===== config.mk =====
export PLATFORM = sky130hd
export DESIGN_NAME = main
export DESIGN_NICKNAME = d
export VERILOG_FILES = /design/src/rtl/main.sv
export SDC_FILE = /design/constraint.sdc
export NUM_CORES = 1
export LEC_CHECK = 0
export BUFFER_PORTS_ARGS = -buffer_cell sky130_fd_sc_hd__buf_2
export CORE_AREA = 10 10 91 93
export DETAILED_ROUTE_END_ITERATION = 8
export DIE_AREA = 0 0 101 103
export SKIP_CTS_REPAIR_TIMING = 1
export SLEW_MARGIN = 20
export SYNTH_ARGS = -nofsm -noshare
export SYNTH_HDL_FRONTEND = slang
export SYNTH_SLANG_ARGS = --single-unit

===== constraint.sdc =====
create_clock -name clk -period 4.35 [get_ports clk]
set_input_delay 0.87 -clock clk [delete_from_list [all_inputs] [get_ports clk]]
set_output_delay 0.87 -clock clk [all_outputs]
set_load 0.1 [all_outputs]

===== src/rtl/main.sv =====
// Registered 8-bit ALU with a 2-bit control FSM and a result accumulator.
// Each clock it loads num1/num2 (load) or chains the previous result as
// operand A (persist), applies one one-hot-selected op and registers it.
// Ports:
//   clk        rising-edge clock
//   on         enable; 0 forces OFF and clears the result
//   rst        asynchronous active-high reset
//   in_sel     one-hot mode: [2] persist, [1] load, [0] clear
//   num1       operand A for load
//   num2       operand B for load and persist
//   out_sel    one-hot op: [6]ADD [5]SUB [4]MUL [3]AND [2]OR [1]XOR [0]NOT
//   out        registered result (the accumulator)
//   currState  registered FSM state
//   nextState  combinational next FSM state (OFF while rst is high)
module main #(
    parameter int unsigned WIDTH = 8
) (
    input  logic             clk,
    input  logic             on,
    input  logic             rst,
    input  logic [2:0]       in_sel,
    input  logic [WIDTH-1:0] num1,
    input  logic [WIDTH-1:0] num2,
    input  logic [6:0]       out_sel,
    output logic [WIDTH-1:0] out,
    output logic [1:0]       currState,
    output logic [1:0]       nextState
);

    typedef enum logic [1:0] {
        S_OFF   = 2'b00,
        S_READY = 2'b01,
        S_RUN   = 2'b10,
        S_ERR   = 2'b11
    } state_t;

    localparam logic [2:0] SEL_CLEAR   = 3'b001;
    localparam logic [2:0] SEL_LOAD    = 3'b010;
    localparam logic [2:0] SEL_PERSIST = 3'b100;

    state_t           state_q;
    state_t           state_d;
    logic [WIDTH-1:0] out_d;
    logic [WIDTH-1:0] op_a;
    logic [WIDTH-1:0] op_b;
    logic [WIDTH-1:0] alu_res;

    // Operand A is the accumulator in persist mode, num1 otherwise.
    assign op_a = (in_sel == SEL_PERSIST) ? out : num1;
    assign op_b = num2;

    // Modulo-2^WIDTH ALU; carries, borrows and high product bits are dropped.
    always_comb begin
        alu_res = '0;
        case (out_sel)
            7'b1000000: alu_res = op_a + op_b;
            7'b0100000: alu_res = op_a - op_b;
            7'b0010000: alu_res = op_a * op_b;
            7'b0001000: alu_res = op_a & op_b;
            7'b0000100: alu_res = op_a | op_b;
            7'b0000010: alu_res = op_a ^ op_b;
            7'b0000001: alu_res = ~op_a;
            default:    alu_res = '0;
        endcase
    end

    // Next state and next result in priority order; an unrecognised in_sel
    // holds both state and result, even when that state is RUN.
    always_comb begin
        state_d = state_q;
        out_d   = out;
        if (!on) begin
            state_d = S_OFF;
            out_d   = '0;
        end else if (in_sel == SEL_CLEAR) begin
            state_d = S_READY;
            out_d   = '0;
        end else if ((in_sel == SEL_LOAD) || (in_sel == SEL_PERSIST)) begin
            if ($onehot(out_sel)) begin
                state_d = S_RUN;
                out_d   = alu_res;
            end else begin
                state_d = S_ERR;
            end
        end
    end

    assign nextState = rst ? 2'(S_OFF) : 2'(state_d);
    assign currState = 2'(state_q);

    // State and accumulator registers.
    always_ff @(posedge clk or posedge rst) begin
        if (rst) begin
            state_q <= S_OFF;
            out     <= '0;
        end else begin
            state_q <= state_d;
            out     <= out_d;
        end
    end

endmodule


# Word level (Yosys, flattened, before mapping)
# Cells that the tools add are included.
dict set report classes {
  order_cmp 0
  addsub 8
  eq_ne 13
  div_mod_pow 0
  shifts 0
  multipliers 1
  n_reduce_logical 2
  bitwise 4
  mux 11
}
# operator count
set ops {}
lappend ops {{$pmux W8 S7} 1}
lappend ops {{$mux W8} 5}
lappend ops {{$add A8 B8 Y8} 1}
lappend ops {{$and A8 B8 Y8} 1}
lappend ops {{$mul A8 B8 Y8} 1}
lappend ops {{$mux W2} 4}
lappend ops {{$not A8 Y8} 1}
lappend ops {{$or A8 B8 Y8} 1}
lappend ops {{$sub A8 B8 Y8} 1}
lappend ops {{$xor A8 B8 Y8} 1}
lappend ops {{$eq A7 B1 Y1 const B} 1}
lappend ops {{$eq A7 B2 Y1 const B} 1}
lappend ops {{$eq A7 B3 Y1 const B} 1}
lappend ops {{$eq A7 B4 Y1 const B} 1}
lappend ops {{$eq A7 B5 Y1 const B} 1}
lappend ops {{$eq A7 B6 Y1 const B} 1}
lappend ops {{$eq A7 B7 Y1 const B} 1}
lappend ops {{$add A1 B1 Y2} 3}
lappend ops {{$eq A3 B1 Y1 const B} 2}
lappend ops {{$ne A3 B1 Y1 const B} 2}
lappend ops {{$add A2 B1 Y3} 1}
lappend ops {{$add A2 B2 Y3} 1}
lappend ops {{$add A3 B3 Y3} 1}
lappend ops {{$eq A3 B2 Y1 const B} 1}
lappend ops {{other kinds (4)} 4}
dict set report word_totals {
  out_inout_bits 12
  latch_bits 0
  wordCells 41
  memories 0
  register_bits 10
  mem_bits_rw 0
  romBits 0
}

# Longest topological paths before layout
dict set report logic_depth {
  depth_word 9
  mapped_depth 20
}

# Least setup slack after synthesis
# OpenSTA, ideal clock, no wires.
dict set report synth_timing {
  kind {input port to flip-flop}
  from {input port in_sel[1]}
  to {register out[7]}
  t_required_ps 4228
  path_stages 19
  path_slack_ps -947
  t_arrival_ps 5175
  path_buffers 1
  path_cell_list {nor3b_2 buf_6 mux2_2 inv_1 nor2_1 ha_1 fa_1 ha_1 inv_1 fa_1 inv_1 fa_1 a21o_1 a21oi_1 xnor2_1 xnor3_1 xnor2_1 a221o_1 a22o_1}
}
dict set report synth_between {
  elab_chain_len 8
}
# item line
set synth_rtl {}
lappend synth_rtl {{start: declaration} 21} ;# input logic [2:0] in_sel,
lappend synth_rtl {{$eq A3 B3 Y1} {49, 78}}
lappend synth_rtl {{$mux W8} 49} ;# assign op_a = (in_sel == SEL_PERSIST) ? out : num1;
lappend synth_rtl {{$mul A8 B8 Y8, or another cell as far along} 58} ;# 7'b0010000: alu_res = op_a * op_b;
lappend synth_rtl {{$pmux W8 S7} 55} ;# case (out_sel)
lappend synth_rtl {{$mux W8} 79} ;# if ($onehot(out_sel)) begin
lappend synth_rtl {{$mux W8} 78} ;# end else if ((in_sel == SEL_LOAD) || (in_sel == SEL_PERSIST)) begin
lappend synth_rtl {{$mux W8} 75} ;# end else if (in_sel == SEL_CLEAR) begin
lappend synth_rtl {{$mux W8} 72} ;# if (!on) begin
lappend synth_rtl {{end signal: assignment} 98} ;# out <= out_d;
lappend synth_rtl {{end: declaration} 25} ;# output logic [WIDTH-1:0] out,
# Several ways; a longest one is shown, not always the timed one. The select of a mux whose other input is x is not followed.
# A chain may end at the register's enable or synchronous reset.

# Worst setup path after layout
dict set report layout_timing {
  from {input port in_sel[0]}
  to {register out[7]}
}
# Same word-level chain as after synthesis.

==> results.rst <==
.. list-table::
   :header-rows: 1

   * - Metric
     - Value
   * - Share of synthesized flip-flops with an asynchronous set or reset
     - 100%
   * - Total track usage
     - 15.1%
   * - Count of flip-flops with a built-in enable after synthesis
     - 0
   * - Top flip-flop cell by instance count after synthesis
     - dfrtp_1
   * - Clock slew seen by the registers of the worst setup and hold paths
     - 50 ps
   * - Cell-by-cell listing of the critical path
     - buf_6 -> nor3b_4 -> buf_12 -> mux2_4 -> inv_4 -> nor2_4 -> ha_4 -> fa_1 -> ha_1 -> inv_2 -> fa_1 -> inv_2 -> fa_2 -> a21o_1 -> a21oi_2 -> xnor2_1 -> xnor3_1 -> xnor2_1 -> a221o_1 -> a22o_1
   * - Critical path required time
     - 4480 ps
   * - Fillcell total
     - 598
   * - Grt ovf
     - 0
   * - Type of origin of the critical path
     - primary input
   * - Clock Sinks
     - 10
   * - Worst hold stages
     - 1
   * - Die width
     - 101 µm
   * - CP endpoint kind
     - flip-flop
   * - Total of flip-flops plus latches after synthesis
     - 10
   * - Fraction of layout cells with a size suffix above 1
     - 39.9%
   * - Number of rows in the core area
     - 30
   * - I/O Pins
     - 41
   * - Origin of the worst min-delay path
     - out[0]
   * - Setup repair after global routing missed its margin
     - true
   * - Clock tree from TritonCTS
     - built
   * - Distinct cell type count after synthesis
     - 48
   * - Final period utilization
     - 118%
   * - R2R cell count
     - 17
   * - Critical path data arrival time
     - 5280 ps
   * - Worst voltage drop across the vdd grid
     - 0.150 mV
   * - Critical path fanouts, max
     - 7
   * - Layout Utilization
     - 54.9%
   * - Starting density of the core
     - 39.0%
   * - Worst setup slack after placement
     - -1070 ps
   * - Internal reg-to-reg setup slack
     - -70 ps
   * - Core region area
     - 0.00657 mm²
   * - Wirelength, routed
     - 7860 µm
   * - Area of the mapped netlist
     - 0.00256 mm²
   * - Portion of the post-synthesis area used by sequential elements
     - 9.78%
   * - Slowest CP cell
     - fa_1
   * - Period minus WS final
     - 5150 ps
   * - Maxcap violations
     - 0
   * - Routed length per placed instance
     - 16.2 µm
   * - Setup clock skew after layout
     - 5.50 ps
   * - Placed cell count
     - 474
   * - Most common library cell in the layout ignoring fill and taps
     - buf_4
   * - Die H
     - 103 µm
   * - Post-layout instance count excluding filler cells
     - 486
   * - Final Wtd Congestion
     - 0.913
   * - Number of hold violations in the final report
     - 0
   * - Drt initial violations
     - 118
   * - Antenna diode count
     - 0
   * - Final setup violation count
     - 5
   * - Largest net degree at the start of global routing
     - 13
   * - Synthesized area per cell
     - 8.48 µm²
   * - Commonest cells after routing, fill and taps aside
     - buf_4, inv_1, ha_1, buf_2, nor2_1
   * - First-pass GRT wire length
     - 12600 µm
   * - Total Power Consumption
     - 0.000747 W
   * - Number of H-tree branching levels
     - 1
   * - Number of buffers created by CTS
     - 3
   * - Number of buffers inserted by port buffering
     - 40
   * - Critical path buffers and inverters
     - 5
   * - Initial antenna violation count
     - 0
   * - Number of detailed-route iterations in the first pass
     - 5
   * - Area overhead of the layout relative to synthesis
     - 40.8%
   * - Nets in the synthesized netlist
     - 391
   * - Classification of the worst setup path
     - primary input to flip-flop
   * - HPWL after DPL
     - 6650 µm
   * - Via count of the first global-routing pass
     - 2549
   * - Clock insertion delay at the later pin of the skew report
     - 240 ps
   * - Clock Path Buffers
     - 2
   * - Transition time at the pin with the least slew margin
     - 590 ps
   * - Die area
     - 0.0104 mm²
   * - Via Count
     - 2489
   * - Via density per instance
     - 5.12
   * - Reg-to-Reg End
     - out[7]
   * - Final #Nets
     - 496
   * - Class of the worst hold path
     - flip-flop to flip-flop
   * - Relative max-transition margin
     - 60.5%
   * - Leakage component of the power
     - 1.84 nW
   * - Count of mapped cells out of synthesis
     - 302
   * - DRC violations left
     - 0
   * - Final Worst Setup Slack
     - -803 ps
   * - Post-Route Hold Slack
     - 558 ps
   * - Launch point of the worst reg-to-reg path
     - out[2]
   * - Number of warnings issued by yosys
     - 0
   * - Total count of max-transition violations in the final report
     - 0
   * - Worst path max stage delay
     - 510 ps
   * - Run status
     - finished with violations
   * - Clock root buffer
     - clkbuf_8
   * - Total power density per cell area
     - 207 mW/mm²
   * - Failing checks
     - negative setup slack
   * - Detail Route Antenna Nets
     - 0
   * - Kind of cell adding the most delay to the critical path
     - adder cells
   * - Endpoint of the worst hold path
     - out[0]
   * - Top achievable clock speed
     - 194 MHz
==> cell usage after synthesis, drive strengths merged (2+ instances only) <==
master | n | area share, %
a31oi | 2 | 0.49
nor2 | 28 | 4.7
or2 | 2 | 0.49
o2111ai | 3 | 1.0
a221o | 3 | 1.2
xnor2 | 23 | 8.2
and2 | 4 | 0.98
and3 | 3 | 0.73
nand3 | 2 | 0.39
nor2b | 2 | 0.49
ha | 43 | 21
nor3 | 4 | 0.98
nor4 | 2 | 0.49
mux2i | 3 | 1.7
fa | 17 | 13
dfrtp | 10 | 9.8
clkbuf | 4 | 0.59
a21oi | 11 | 2.2
buf | 2 | 0.59
mux2 | 6 | 3.2
a21o | 3 | 0.88
o21ai | 12 | 2.3
a22oi | 7 | 2.1
a221oi | 3 | 1.0
a22o | 8 | 2.7
nand2b | 3 | 0.73
inv | 54 | 8.1
xor2 | 5 | 1.7
nand2 | 19 | 2.8
o21a | 4 | 1.2
==> area by class of cell <==
| class | count | area (µm²) | share of cell area (%) |
|---|---|---|---|
| Clock buffer | 4 | 55.1 | 1.53 |
| Tap cell | 80 | 100 | 2.78 |
| Timing Repair Buffer | 106 | 749 | 20.8 |
| Inverter | 54 | 213 | 5.90 |
| Multi-Input combinational cell | 232 | 2240 | 62.0 |
| Sequential cell | 10 | 250 | 6.94 |
==> report_power, final <==
part | internal, W | switching, W | total, W
logic | 0.000258 | 0.000274 | 0.000532
registers | 0.0000947 | 0.000000952 | 0.0000957
clock network | 0.0000798 | 0.0000391 | 0.000119
==> how the worst max path moves through the flow <==
stage	startpoint	to	slack, ps	cells past startpoint
global route	in_sel[0]	out[7]	-960	19
global placement	in_sel[0]	out[7]	-1030	19
CTS	in_sel[0]	out[7]	-820	19
detailed placement	in_sel[0]	out[7]	-1070	19
floorplan	in_sel[0]	out[7]	-750	18
finish	in_sel[0]	out[7]	-800	20
==> per-stage QoR <==
step,setup TNS (ps),cell area (µm²)
after global routing,-2660,3600
after global placement,-2990,3400
after CTS,-2130,3450
final,-1970,3600
after floorplan,-1070,2670
after detailed placement,-3090,3400
==> flip-flops by register name, indices dropped and copies added, names as in the netlist <==
name	count
out	8
currState	2
==> logic make-up (layout without fill, tap and decap cells) <==
| kind of cell | Yosys count | after routing | share of synthesized area [%] |
|---|---|---|---|
| compound gates | 61 | 61 | 17.0 |
| xor+xnor | 29 | 29 | 10.8 |
| fa+ha+maj | 60 | 60 | 34.3 |
| buf+inv | 60 | 164 | 9.29 |
| flops | 10 | 10 | 9.78 |
| mux | 9 | 9 | 4.89 |
| simple gates | 73 | 73 | 14.0 |
==> metal layers <==
metal | routed length [µm] | part of all wire (%) | track usage [%]
met1 | 3720 | 47 | 20.9
met2 | 3690 | 47 | 25.3
met3 | 380 | 4.8 | 0.871
met4 | 61 | 0.78 | 2.68
met5 | 0 | 0 | 0
Note: power is estimated with default switching activity, not from simulation.
